### config.mk
export PLATFORM = sky130hd
export DESIGN_NAME = conv_tile_sequencer
export DESIGN_NICKNAME = d
export VERILOG_FILES = /design/src/rtl/conv_tile_sequencer.sv
export SDC_FILE = /design/constraint.sdc
export NUM_CORES = 1
export LEC_CHECK = 0
export CAP_MARGIN = 10
export CORE_MARGIN = 4
export CORE_UTILIZATION = 55
export CTS_CLUSTER_SIZE = 28
export DETAILED_ROUTE_END_ITERATION = 8
export GPL_ROUTABILITY_DRIVEN = 0
export PLACE_DENSITY = 0.81
export RECOVER_POWER = 50
export SLEW_MARGIN = 5
export SYNTH_ARGS = -nofsm -noshare
export SYNTH_HDL_FRONTEND = slang
export SYNTH_SLANG_ARGS = --single-unit
### constraint.sdc
create_clock -name clk -period 2.7 [get_ports clk]
set_input_delay 0.81 -clock clk [delete_from_list [all_inputs] [get_ports clk]]
set_output_delay 0.81 -clock clk [all_outputs]
set_load 0.01 [all_outputs]
### src/rtl/conv_tile_sequencer.sv
// Conv layer tile sequencer: walks a layer tile by tile through
// WAIT_SA -> RUN -> FLUSH -> DRAIN, with a RUN watchdog and abort.
// Ports: clk/rst_n (async active-low); start_i + num_tiles_i launch a
//   layer; abort_i forces IDLE; sa_ready_i, mover_done_i, glb_empty_i
//   are handshakes from the array, mover and GLB; mover_en_o,
//   tile_idx_o, busy_o, done_o, err_o are Moore-decoded outputs.
module conv_tile_sequencer #(
  parameter int TILE_W    = 8,
  parameter int DRAIN_CYC = 32,
  parameter int TIMEOUT   = 4096
) (
  input  logic              clk,
  input  logic              rst_n,
  input  logic              start_i,
  input  logic [TILE_W-1:0] num_tiles_i,
  input  logic              abort_i,
  input  logic              sa_ready_i,
  input  logic              mover_done_i,
  input  logic              glb_empty_i,
  output logic              mover_en_o,
  output logic [TILE_W-1:0] tile_idx_o,
  output logic              busy_o,
  output logic              done_o,
  output logic              err_o
);

  localparam logic [2:0] IDLE    = 3'd0;
  localparam logic [2:0] WAIT_SA = 3'd1;
  localparam logic [2:0] RUN     = 3'd2;
  localparam logic [2:0] FLUSH   = 3'd3;
  localparam logic [2:0] DRAIN   = 3'd4;
  localparam logic [2:0] DONE    = 3'd5;

  localparam int WD_W = (TIMEOUT < 2) ? 1 : $clog2(TIMEOUT + 1);
  localparam int DR_W = (DRAIN_CYC < 2) ? 1 : $clog2(DRAIN_CYC + 1);

  localparam logic [WD_W-1:0] WD_LAST = WD_W'(TIMEOUT - 1);
  localparam logic [DR_W-1:0] DR_LOAD = DR_W'(DRAIN_CYC - 1);

  logic [2:0]        state_q, state_d;
  logic [TILE_W-1:0] num_tiles_q, num_tiles_d;
  logic [TILE_W-1:0] tile_idx_q, tile_idx_d;
  logic [WD_W-1:0]   wdog_q, wdog_d;
  logic [DR_W-1:0]   drain_q, drain_d;
  logic              err_q, err_d;

  logic              last_tile;

  assign last_tile = (tile_idx_q == TILE_W'(num_tiles_q - TILE_W'(1)));

  always_comb begin
    state_d     = state_q;
    num_tiles_d = num_tiles_q;
    tile_idx_d  = tile_idx_q;
    wdog_d      = wdog_q;
    drain_d     = drain_q;
    err_d       = err_q;
    if (abort_i) begin
      state_d = IDLE;
    end else begin
      case (state_q)
        IDLE: begin
          if (start_i) begin
            num_tiles_d = num_tiles_i;
            tile_idx_d  = '0;
            err_d       = 1'b0;
            state_d     = (num_tiles_i == '0) ? DONE : WAIT_SA;
          end
        end
        WAIT_SA: begin
          if (sa_ready_i) begin
            state_d = RUN;
            wdog_d  = '0;
          end
        end
        RUN: begin
          // A mover_done in the expiry cycle still counts as success.
          if (mover_done_i) begin
            state_d = FLUSH;
          end else if (wdog_q == WD_LAST) begin
            err_d   = 1'b1;
            state_d = IDLE;
          end else begin
            wdog_d = wdog_q + WD_W'(1);
          end
        end
        FLUSH: begin
          if (glb_empty_i) begin
            state_d = DRAIN;
            drain_d = DR_LOAD;
          end
        end
        DRAIN: begin
          if (drain_q == '0) begin
            if (last_tile) begin
              state_d = DONE;
            end else begin
              tile_idx_d = tile_idx_q + TILE_W'(1);
              state_d    = WAIT_SA;
            end
          end else begin
            drain_d = drain_q - DR_W'(1);
          end
        end
        DONE: begin
          state_d = IDLE;
        end
        default: begin
          state_d = IDLE;
        end
      endcase
    end
  end

  always_ff @(posedge clk or negedge rst_n) begin
    if (!rst_n) begin
      state_q     <= IDLE;
      num_tiles_q <= '0;
      tile_idx_q  <= '0;
      wdog_q      <= '0;
      drain_q     <= '0;
      err_q       <= 1'b0;
    end else begin
      state_q     <= state_d;
      num_tiles_q <= num_tiles_d;
      tile_idx_q  <= tile_idx_d;
      wdog_q      <= wdog_d;
      drain_q     <= drain_d;
      err_q       <= err_d;
    end
  end

  assign mover_en_o = (state_q == RUN);
  assign tile_idx_o = tile_idx_q;
  assign busy_o     = (state_q != IDLE);
  assign done_o     = (state_q == DONE);
  assign err_o      = err_q;

endmodule

* Yosys cells after proc, flatten, opt, wreduce, memory -nomap -nowiden
Index checks and enable logic that the tools add are counted.
** Storage, ports and cells
- Bits in registers :: 39
- Bits of input ports :: 15
- Output and inout port bits :: 12
- Logic and storage cells :: 71
** Operators by class
- $add $sub $neg :: 4
- Equal/unequal tests :: 21
- Multiplexer cells :: 25
- Bitwise operators :: 1
- Reduce and logical (&&, ||, !) cells :: 14
** Operator list (number)
- $mux 13 :: 3
- $mux 3 :: 9
- $pmux 13 s2 :: 1
- $mux 8 :: 3
- $reduce_and 5->1 :: 4
- $ne 2x2->1 const B :: 8
- $pmux 8 s2 :: 1
- $pmux 3 s5 :: 1
- $add 13x1->13 const B :: 1
- $eq 13x12->1 const B :: 1
- $mux 6 :: 2
- $ne 3x3->1 const B :: 4
- $pmux 6 s2 :: 1
- $add 8x1->8 const B :: 1
- $eq 8x8->1 :: 1
- $logic_not 8->1 :: 1
- $reduce_bool 2->1 :: 4
- $sub 8x1->8 const B :: 1
- $eq 3x2->1 const B :: 2
- $eq 3x3->1 const B :: 2
- $logic_not 6->1 :: 1
- $sub 6x1->6 const B :: 1
- $ne 4x3->1 const B :: 1
- $reduce_and 4->1 :: 1
- 8 further kinds :: 10

* Depth between registers and ports, before layout
- Depth after elaboration :: 6
- Mapped depth :: 9
- Mapped depth without buffers :: 8

* Least setup slack after synthesis
Ideal clock, no wire load.
- Path type :: input-to-reg
- Start point :: input port abort_i
- End point :: register tile_idx_q[5], in the netlist tile_idx_o[5]
- Setup time :: 125 ps
- Arrival :: 2215 ps
- Data required time :: 2575 ps
- Path slack :: 360 ps
- Cell stages on the path :: 6
- Path buffers :: 3
- Path through :: clkbuf_1 > or4_1 > buf_1 > or2_1 > buf_6 > mux2_4
** Between the ends
- Longest elaborated chain between the ends :: 2
** Ends and longest elaborated chain
- start, declared :: line 16 : input logic abort_i,
- $not 1->1 (no line)
- $reduce_and 5->1 (no line)
- end signal, assigned :: line 126 : tile_idx_q <= tile_idx_d;
- end, declared :: line 42 : logic [TILE_W-1:0] tile_idx_q, tile_idx_d;
Every way passes these cells.
A chain may end at the register's enable or synchronous reset.

* Final worst setup path
- Start point :: register state_q[2]
- End point :: output port mover_en_o
** Between the ends
- Longest elaborated chain between the ends :: 1
** Ends and longest elaborated chain
- start, declared :: line 40 : logic [2:0] state_q, state_d;
- start signal, assigned :: line 124 : state_q <= state_d;
- $eq 3x2->1 :: line 133 : assign mover_en_o = (state_q == RUN);
- end, declared :: line 20 : output logic mover_en_o,
Every way passes these cells.

==> metrics.cfg <==
[setup_path]
critPathMaxFanout=12
cp_top_family=buffers and inverters
critPathRequiredTime_ns=1.89
cp_num_buf_inv=2
cp.arrival_ns=1.75
cp-end-kind=output pin
critPathSlowestCell=clkdlybuf4s50_1
cpPeakStageDelay_ns=0.54
crit_chain=nor2b_1 > nand2_1 > inv_2 > clkdlybuf4s50_1
criticalPathCategory=flip-flop to output pin
critPathLaunchType=flip-flop

[power_and_ir_drop]
leakage_nw=1.16
powerDensity_nw_per_um2=540
power.switching_w=0.000497
p_seq_frac=0.494
p_comb_frac=0.270
p_sw_frac=0.324
pwr-share-clk=0.236
power.total_w=0.00154
p_int_w=0.00104
vdd_ir_drop_max_mv=0.409

[synth]
ys_ff_latch=39
synth_fp_nets=278
synth_area_leader_cell=dfrtp_1
synth_edf_count=0
async_flop_share=1.00
yosysWarnings=0
synth-main-ff-cell=dfrtp_1
synth_top_area_share=0.408
synth_cell_types=54
netlist_area_um2=2390
synthTopCellsByArea=dfrtp_1, mux2_2, nand3_1
yosysSeqAreaShare=0.408
avgSynthCellArea_um2=9.27
syn_inst=258

[global_route]
grt_util_all_layers=0.213
grt_max_degree=40
grt.overflow.total=0
grt_pass1_vias=2005
grt_pass1_wl_um=9030
antenna_found_initial=0

[clocking]
clk_latency_ns=0.29
cts_buffers=5
clk_path_buf_depth=2
cts-resized-gates=0
htree_levels=2
hold_buffers=0
tritoncts=done
clock_sinks=39
clkTransAtPathRegs_ns=0.07
root_buffer=clkbuf_8
cts_setup_buffers=0

[sta]
fin_skew_ns=0.00264
setup_tns_ns=0
hold_ws_ns=0.514
fin_crit_sh=0.947
period_needed_ns=2.56
maxSlewHeadroom=0.366
finalSetupViolations=0
fmax_mhz=391
hold_viol=0
maxSlewViolCount=0
rsz0062_at_grt=false
worst_slew_pin_slew_ns=0.951

[layout]
syn_to_final_growth_pct=18.8
fillers=334
drive_gt1_frac=0.146
antennaDiodeCount=0
final_nets=315
layout_commonest_cell=dfrtp_1
layout_common_cells=dfrtp_1, clkdlybuf4s50_1, nor2_1
fin_cells=344

[detailed_routing]
postRouteAntennaNets=0
dr.pass1.iters=4
drt-wirelength-per-cell_um=15.4
viasPerCell=6.08
route.vias.total=2091
drtIter0Drc=136
wl_um=5280
drc=0

[placement]
port_buffers=26
dp_hpwl_um=3940
dp.cells=338

[floorplan]
io_pins=27
rows=23
initial_core_util=0.581
die_h_um=74.0
die_area_um2=5470
die_width_um=74.0
core_um2=4120

[worst_hold_path]
hold_path.class=flip-flop to flip-flop

[status]
status=completed

[job]
cap_violations=0

[through the flow]
stage	cell area, um^2	util	setup slack [ns]
after floorplan	2390	-	0.360
after global placement	2770	0.673	-0.0581
after detailed placement	2770	0.673	-0.136
after CTS	2840	0.690	0.0307
after global routing	2840	0.691	0.0275
final	2840	0.691	0.144
[logic make-up (layout without fill, tap and decap cells)]
logic type,after synthesis,after routing,share of synthesized area
multiplexers,12,12,0.0570
adder cells (fa/ha/maj),5,5,0.0262
AO/OA/AOI/OAI,54,54,0.156
AND/OR/NAND/NOR,110,110,0.252
XOR/XNOR,17,17,0.0622
flip-flops,39,39,0.408
buffers and inverters,21,57,0.0382
[layer usage]
metal  vias up  GRT usage  part of all wire
li1       1015          -                 -
met1      1024      0.281              0.45
met2        45      0.352              0.49
met3         7     0.0392             0.045
met4         0     0.0765             0.011
met5         -          0                 0
[cells in the mapped netlist (2+ instances only)]
cell type	instances
nor2_1	19
nand2_1	15
nor3_1	12
nand4_1	4
or2_2	4
o31ai_1	3
clkbuf_1	7
and3_1	5
o211ai_1	7
or3_1	8
mux2i_1	2
dfrtp_1	39
nand3_1	17
or3b_1	2
o22a_1	2
o21ai_0	14
nand3b_1	5
and2_1	2
mux2_2	9
nor4_1	6
xnor2_1	9
a31oi_1	3
ha_1	5
xor2_1	8
o22ai_1	2
inv_1	10
a21oi_1	12
[worst paths after layout]
kind | from | endpoint | slack [ns] | cells past startpoint
worst max register to register | num_tiles_q[2] | tile_idx_o[5] | 0.26 | 6
min in group asynchronous | rst_n | tile_idx_o[5] | 0.66 | 1
max in group asynchronous | rst_n | state_q[1] | 1.40 | 1
worst min-delay path | drain_q[0] | drain_q[0] | 0.51 | 1
worst min register to register | drain_q[0] | drain_q[0] | 0.51 | 1
worst max-delay path | state_q[2] | mover_en_o | 0.14 | 4
[registers in the layout, indices dropped and copies added, names as in the netlist]
signal,cells
num_tiles_q,8
state_q,3
wdog_q,13
err_o,1
tile_idx_o,8
drain_q,6
[final cells by class]
class,count,area (um^2),share of cell area
Sequential cell,39,978,0.344
Tap cell,50,62.6,0.0220
Timing Repair Buffer,41,360,0.127
Multi-Input combinational cell,198,1330,0.468
Clock buffer,6,72.6,0.0255
Inverter,10,37.5,0.0132
[power by group through the flow]
stage	Sequential, W	Combinational, W	Clock, W
3_3_place_gp	0.000764	0.000399	0
3_5_place_dp	0.000767	0.000413	0
2_1_floorplan	0.000737	0.000312	0
4_1_cts	0.000755	0.000417	0.000370
5_1_grt	0.000773	0.000463	0.000389
6_report	0.000759	0.000415	0.000362
[worst register-to-register path, cell delays in order (launching register included)]
cell and delay, ns:
dfrtp_1 0.45, or4_4 0.58, nor4b_2 0.27, a32oi_1 0.12
a211oi_4 0.26, or2_1 0.32, mux2_4 0.33
No activity file was read; power rests on OpenSTA's default activity.
